File: src/rtl/pipe_buf_stage_if.sv
// pipe_buf_stage_if
//   Valid/ready/data handshake bundle that links two pipeline stages.
//   master: drives valid and data, samples ready (the producing side)
//   slave : samples valid and data, drives ready (the consuming side)
// Parameters
//   WIDTH  payload width in bits
interface pipe_buf_stage_if #(
  parameter int WIDTH = 32
);
  logic             valid;
  logic             ready;
  logic [WIDTH-1:0] data;

  modport master (output valid, output data, input ready);
  modport slave  (input valid, input data, output ready);
endinterface

File: src/rtl/pipe_buf_stage.sv
// pipe_buf_stage
//   Generic pipeline buffer register for the boundary between two pipeline stages.
//   It carries an opaque payload and registers it with a 1-cycle latency. A second
//   (skid) entry lets in_ready come straight from a state flop and never from
//   out_ready. It also has a synchronous flush that inserts a bubble, and a
//   saturating counter of back-pressured cycles.
// Ports
//   clk        rising-edge clock
//   rst_n      asynchronous active-low reset
//   flush_i    synchronous flush: drops both held entries and the incoming beat
//   in_if      upstream handshake (slave): valid/data in, ready out
//   out_if     downstream handshake (master): valid/data out, ready in
//   occupancy  entries held: 0, 1 or 2
//   stall_cnt  saturating count of cycles with out valid and not ready
// Parameters
//   WIDTH      payload width (>=1); must match the WIDTH of both interfaces
//   RESET_VAL  payload value after reset and after a flush
//   CNT_W      width of stall_cnt (>=1)
module pipe_buf_stage #(
  parameter int               WIDTH     = 32,
  parameter logic [WIDTH-1:0] RESET_VAL = '0,
  parameter int               CNT_W     = 16
) (
  input  logic                clk,
  input  logic                rst_n,
  input  logic                flush_i,
  pipe_buf_stage_if.slave     in_if,
  pipe_buf_stage_if.master    out_if,
  output logic [1:0]          occupancy,
  output logic [CNT_W-1:0]    stall_cnt
);

  // The state encoding equals the number of held entries, so occupancy is the state itself.
  typedef enum logic [1:0] {
    EMPTY = 2'd0,
    ONE   = 2'd1,
    TWO   = 2'd2
  } state_e;

  localparam logic [CNT_W-1:0] CNT_MAX = '1;

  state_e           state_q, state_d;
  logic [WIDTH-1:0] main_q,  main_d;
  logic [WIDTH-1:0] skid_q,  skid_d;
  logic [CNT_W-1:0] cnt_q,   cnt_d;

  logic in_ready;
  logic out_valid;
  logic in_fire;
  logic out_fire;

  // Both handshake outputs are decoded from state flops only. This keeps the
  // timing path open between in_* and out_ready.
  assign in_ready  = (state_q != TWO);
  assign out_valid = (state_q != EMPTY);
  assign in_fire   = in_if.valid & in_ready;
  assign out_fire  = out_valid & out_if.ready;

  assign in_if.ready  = in_ready;
  assign out_if.valid = out_valid;
  assign out_if.data  = main_q;
  assign occupancy    = state_q;
  assign stall_cnt    = cnt_q;

  always_comb begin
    // NOTE: every variable gets a hold value before any branch. If a path left
    // one unassigned, synthesis would infer a latch.
    state_d = state_q;
    main_d  = main_q;
    skid_d  = skid_q;
    cnt_d   = cnt_q;

    // The stall count does not depend on flush. A blocked cycle is counted even
    // when that same cycle flushes the stage.
    if (out_valid && !out_if.ready && (cnt_q != CNT_MAX)) begin
      cnt_d = cnt_q + CNT_W'(1);
    end

    if (flush_i) begin
      state_d = EMPTY;
      main_d  = RESET_VAL;
      skid_d  = RESET_VAL;
    end else begin
      unique case (state_q)
        EMPTY: begin
          if (in_fire) begin
            state_d = ONE;
            main_d  = in_if.data;
          end
        end
        ONE: begin
          if (in_fire && out_fire) begin
            main_d = in_if.data;
          end else if (in_fire) begin
            // Main is still blocked downstream, so the new beat parks behind it.
            state_d = TWO;
            skid_d  = in_if.data;
          end else if (out_fire) begin
            // Main keeps the delivered payload so out_data stays deterministic.
            state_d = EMPTY;
          end
        end
        TWO: begin
          if (out_fire) begin
            state_d = ONE;
            main_d  = skid_q;
          end
        end
        default: begin
          state_d = EMPTY;
        end
      endcase
    end
  end

  // NOTE: the payload registers are also reset. RESET_VAL must then show on
  // out_data while the stage is idle, so a reset-less data path would be wrong here.
  always_ff @(posedge clk or negedge rst_n) begin
    if (!rst_n) begin
      state_q <= EMPTY;
      main_q  <= RESET_VAL;
      skid_q  <= RESET_VAL;
      cnt_q   <= '0;
    end else begin
      // NOTE: use non-blocking assignments for all state. Then every flop takes
      // its value from the pre-edge state, whatever order the lines are in.
      state_q <= state_d;
      main_q  <= main_d;
      skid_q  <= skid_d;
      cnt_q   <= cnt_d;
    end
  end

endmodule

File: src/flat_wrapper.sv
// flat-port wrapper written by rule: the top's interface ports become plain ports
module pipe_buf_stage_flat 
#(
  parameter int               WIDTH     = 32,
  parameter logic [WIDTH-1:0] RESET_VAL = '0,
  parameter int               CNT_W     = 16
)
  (clk, rst_n, flush_i, occupancy, stall_cnt, in_if_valid, in_if_data, in_if_ready, out_if_valid, out_if_data, out_if_ready);
  pipe_buf_stage_if #(.WIDTH(WIDTH)) in_if_i ();
  pipe_buf_stage_if #(.WIDTH(WIDTH)) out_if_i ();
  input  logic clk;
  input  logic rst_n;
  input  logic flush_i;
  output logic [1:0] occupancy;
  output logic [CNT_W-1:0] stall_cnt;
  input wire logic [$bits(in_if_i.valid)-1:0] in_if_valid;
  input wire logic [$bits(in_if_i.data)-1:0] in_if_data;
  output wire logic [$bits(in_if_i.ready)-1:0] in_if_ready;
  output wire logic [$bits(out_if_i.valid)-1:0] out_if_valid;
  output wire logic [$bits(out_if_i.data)-1:0] out_if_data;
  input wire logic [$bits(out_if_i.ready)-1:0] out_if_ready;
  assign in_if_i.valid = in_if_valid;
  assign in_if_i.data = in_if_data;
  assign in_if_ready = in_if_i.ready;
  assign out_if_valid = out_if_i.valid;
  assign out_if_data = out_if_i.data;
  assign out_if_i.ready = out_if_ready;
  pipe_buf_stage #(.WIDTH(WIDTH), .RESET_VAL(RESET_VAL), .CNT_W(CNT_W)) u_core (.clk(clk), .rst_n(rst_n), .flush_i(flush_i), .in_if(in_if_i), .out_if(out_if_i), .occupancy(occupancy), .stall_cnt(stall_cnt));
endmodule
File: config.mk
export PLATFORM = sky130hd
export DESIGN_NAME = pipe_buf_stage_flat
export DESIGN_NICKNAME = d
export VERILOG_FILES = /design/src/rtl/pipe_buf_stage_if.sv /design/src/rtl/pipe_buf_stage.sv /design/src/flat_wrapper.sv
export SDC_FILE = /design/constraint.sdc
export NUM_CORES = 1
export LEC_CHECK = 0
export CAP_MARGIN = 25
export CORE_UTILIZATION = 40
export CTS_BUF_LIST = sky130_fd_sc_hd__clkbuf_8
export DETAILED_ROUTE_END_ITERATION = 12
export MAX_ROUTING_LAYER = met4
export PLACE_DENSITY = 0.67
export SLEW_MARGIN = 20
export SYNTH_ARGS = -nofsm -noshare
export SYNTH_HDL_FRONTEND = slang
export SYNTH_SLANG_ARGS = --single-unit
File: constraint.sdc
create_clock -name clk -period 4.1 [get_ports clk]
set_input_delay 0.82 -clock clk [delete_from_list [all_inputs] [get_ports clk]]
set_output_delay 0.82 -clock clk [all_outputs]
set_load 0.02 [all_outputs]
# == Yosys cells after proc, flatten, opt, wreduce, memory -nomap -nowiden ==
# Index checks and enable logic that the tools add are counted.
# classes
n_mux,15
n_addsub,1
bitwise_logic,2
n_reduce_logical,12
n_eq_ne,10
# ops
op,n
two-way mux 32 bit,7
case mux 32 bit (3 select lines),1
adder 16 x 1 -> 16 bit (second input constant),1
inequality test 16 bit (second input constant),1
two-way mux 2 bit,6
inequality test 3 x 2 -> 1 bit (second input constant),3
AND reduction 4 bit,2
case mux 2 bit (3 select lines),1
nonzero test 2 bit,3
inequality test 2 bit (second input constant),2
inequality test 4 x 2 -> 1 bit (second input constant),1
nonzero test 4 bit,1
logical AND 1 bit,3
inequality test 3 bit (second input constant),1
AND reduction 3 bit,1
AND 1 bit,2
== test 2 x 1 -> 1 bit (second input constant),1
== test 2 bit (second input constant),1
logical NOT 2 bit,1
logical NOT 1 bit,1
# totals
elab_cells,44
ff_bits,82
input_bits,37
output_inout_bits,52

# == Logic depth before layout (Yosys ltp) ==
# logic_depth
depth_word,7
ltp_mapped,9
ltp_nobuf,7

# == Worst setup path after synthesis ==
# No wires, ideal clock.
# synth_timing
path_kind,register -> register
from,"reg u_core.state_q[0], in the netlist u_core.occupancy[0]"
to,"reg u_core.cnt_q[14], in the netlist u_core.stall_cnt[14]"
required_ns,3.975
synth_period_minus_slack_ns,2.035
stages_incl_launch_ff,6
setup_ns,0.125
path_slack_ns,2.065
t_arrival_ns,1.910
path_buffers,0
cell_sequence,dfrtp_1 -> inv_1 -> ha_1 -> nor4_1 -> nand4_1 -> mux2_2
# synth_between
elab_chain_cells,3
# synth_lines
element,line_no,rtl
start: declaration,pipe_buf_stage.sv:42,"state_e state_q, state_d;"
start signal: assignment,pipe_buf_stage.sv:127,state_q <= state_d;
nonzero test 2 bit,pipe_buf_stage.sv:55,assign out_valid = (state_q != EMPTY);
logical AND 1 bit (2 in series),pipe_buf_stage.sv:75,if (out_valid && !out_if.ready && (cnt_q != CNT_MAX)) begin
end signal: assignment,pipe_buf_stage.sv:130,cnt_q <= cnt_d;
end: declaration,pipe_buf_stage.sv:45,"logic [CNT_W-1:0] cnt_q, cnt_d;"
# No other way between the ends.
# A chain may end at the register's enable or synchronous reset.

# == Worst setup path in the final report ==
# layout_timing
from,"reg u_core.state_q[0], in the netlist u_core.occupancy[0]"
to,out out_if_valid
# layout_between
elab_chain_cells,1
# layout_lines
element,line_no,rtl
nonzero test 2 bit,pipe_buf_stage.sv:55,
end: declaration,flat_wrapper.sv:19,output wire logic [$bits(out_if_i.valid)-1:0] out_if_valid;
# No other way between the ends.

==> flow_metrics.tcl <==
set metrics [dict create \
    outcome "finished with violations" \
    failed_checks "DRC" \
    wl_per_cell_um 14.9 \
    fin_crit_ns 2.73 \
    finalClockSkew_ns 0.00609 \
    finalNetCount 507 \
    firstDrtPassIters 10 \
    start_util_pct 41.9 \
    fin_ws_ns 1.37 \
    synth_top_area_share_pct 55.3 \
    grt_max_degree 83 \
    max_stage_delay_ns 0.60 \
    grt_pass1_wl_um 14200 \
    synth_top_cells_by_area "dfrtp_1 (55%), nand2_1 (11%), mux2i_1 (9.2%)" \
    power.leakage_nw 2.03 \
    routed_wirelength_um 8560 \
    required_ns 3.28 \
    layout_commonest_cell "nand2_1" \
    hold_viol_final 0 \
    clkSlewWorstSetupHoldPaths_ns 0.09 \
    vdd_ir_drop_max_mv 0.266 \
    post_cts_resized 0 \
    arrival_ns 1.91 \
    critPathCaptureType "output port" \
    netlist_area_mm2 0.00371 \
    diodes 0 \
    cts_tree "built" \
    max_slew_margin_pct 37.4 \
    path_class "reg -> out" \
    clock-root-buffer "clkbuf_8" \
    async_reset_ff_share_pct 100 \
    via_per_inst 5.12 \
    overflow 0 \
    cp_max_fo 5 \
    cp_slowest_cell "clkdlybuf4s50_1" \
    synth_area_leader_cell "dfrtp_1" \
    htreeDepth 3 \
    syn2layout_area_growth_pct 32.9 \
    worst_pin_slew_ns 0.939 \
    cp-start-kind "flop" \
    place_hpwl_um 5470 \
    drcViolationCount 1 \
    synth_cell_type_count 33 \
    clock-sinks 82 \
    drtIter0Drc 132 \
    drv_slew 0 \
    n_fill_cell 790 \
    setup_viol 0 \
    cap_violations 0 \
    setup_tns_ns 0 \
    crit_start "u_core.occupancy[0]" \
    cts_buffers 9 \
    cts_buffer_depth 2 \
    core_area_mm2 0.00885 \
    ys_warn_count 0 \
    synth_edf_count 0 \
    die_h_um 98.3 \
    final_cell_mix "nand2_1 (106), clkdlybuf4s50_1 (87), dfrtp_1 (82)" \
    dieArea_mm2 0.00966 \
    ys.flop_type "dfrtp_1" \
    place_ws_ns 1.26 \
    crit_chain "inv_1 > ha_1 > inv_1 > clkdlybuf4s50_1" \
    insertion_delay_ns 0.35 \
    grt_pass1_vias 2846 \
    powerDensity_mw_per_mm2 497 \
    holdCritPathClass "reg -> reg" \
    whs_ns 0.483 \
    portBuffers 88 \
    path_common_cell "inv_1" \
    fin_crit_sh_pct 66.5 \
    ys_seq_area_share_pct 55.3 \
    ys_seq_elements 82 \
    fmax_mhz 367 \
    antenna_found_initial 0 \
    io_pins 89 \
    worstReg2RegStart "u_core.occupancy[0]" \
    drive_gt1_share_pct 6.62 \
    drtAntennaViolNets 0 \
    syn_inst 381 \
    syn_avg_cell_area_um2 9.74 \
    fp.dieW_um 98.3 \
    rows 34 \
    syn_nets 425 \
    grt.total_usage_pct 19.1 \
    hp-start "u_core.out_if.data[0]" \
    postCtsHoldBufs 0 \
    post_cts_buffers 0 \
    gp_congestion 0.843 \
    rsz0062_at_grt "false" \
    dr_total_vias 2951 \
]
[kinds of logic (layout without fill, tap and decap cells)]
| family | after synthesis | count (layout) | synth area share [%] |
|---|---|---|---|
| flip-flops | 82 | 82 | 55.3 |
| buffers and inverters | 25 | 112 | 2.53 |
| adder cells (fa/ha/maj) | 7 | 7 | 2.36 |
| XOR/XNOR | 10 | 10 | 2.36 |
| multiplexers | 37 | 37 | 10.1 |
| AO/OA/AOI/OAI | 74 | 74 | 10.4 |
| AND/OR/NAND/NOR | 146 | 146 | 17.0 |
[cell usage after synthesis, drive strengths merged (5+ instances only)]
library cell	count
nand2	106
dfrtp	82
a21oi	35
mux2i	34
o21ai	33
clkbuf	20
nor2	13
ha	7
nand4	7
xor2	6
nand3	5
[metrics by stage]
step                      utilization (%)  std cells  total power, mW  cell area (um2)
final                                55.7        576             2.45             4930
after global placement               53.0        559             1.81             4690
after floorplan                         -        381             1.45             3710
after detailed placement             53.0        559             1.83             4690
after global routing                 55.7        576             2.58             4930
after CTS                            55.4        575             2.47             4910
[report_power, final]
group / internal, mW / switching [mW]
registers: 0.940 / 0.100
logic: 0.341 / 0.428
clock network: 0.356 / 0.285
total: 1.64 / 0.813
[critical path: cells and delay by family, from the launching register on]
kind	cells	cell delay (ns)
adder cells (fa/ha/maj)	1	0.28
flip-flops	1	0.45
buffers and inverters	3	0.84
[metal layers]
metal	vias to the layer above	GRT usage, %	share of wire [%]
li1	1446	-	-
met5	-	-	0
met2	85	29.1	46
met3	6	5.73	5.3
met1	1414	25.4	48
met4	0	3.90	0.58
[final cells by class]
class                           count  area, um2  area share, %
Sequential cell                    82       2050           41.6
Multi-Input combinational cell    274       1580           32.1
Timing Repair Buffer               92        925           18.8
Clock buffer                       10        138           2.79
Tap cell                          108        135           2.74
Clock inverter                      6       81.3           1.65
Inverter                            4       15.0          0.305
[state kept, by name (all words and copies together), names as in the netlist]
signal	cells
u_core.occupancy	2
u_core.stall_cnt	16
u_core.skid_q	32
u_core.out_if.data	32
[worst paths after layout]
kind                                          end  depth (start not counted)  slack [ns]
hold reg to reg             u_core.out_if.data[0]                          2        0.48
max in group asynchronous       u_core.skid_q[15]                          1        3.10
setup / recovery                     out_if_valid                          4        1.37
hold / removal              u_core.out_if.data[0]                          2        0.48
min in group asynchronous       u_core.skid_q[28]                          1        0.49
setup reg to reg           u_core.out_if.data[20]                          7        1.76
Note: power is estimated with default switching activity, not from simulation.
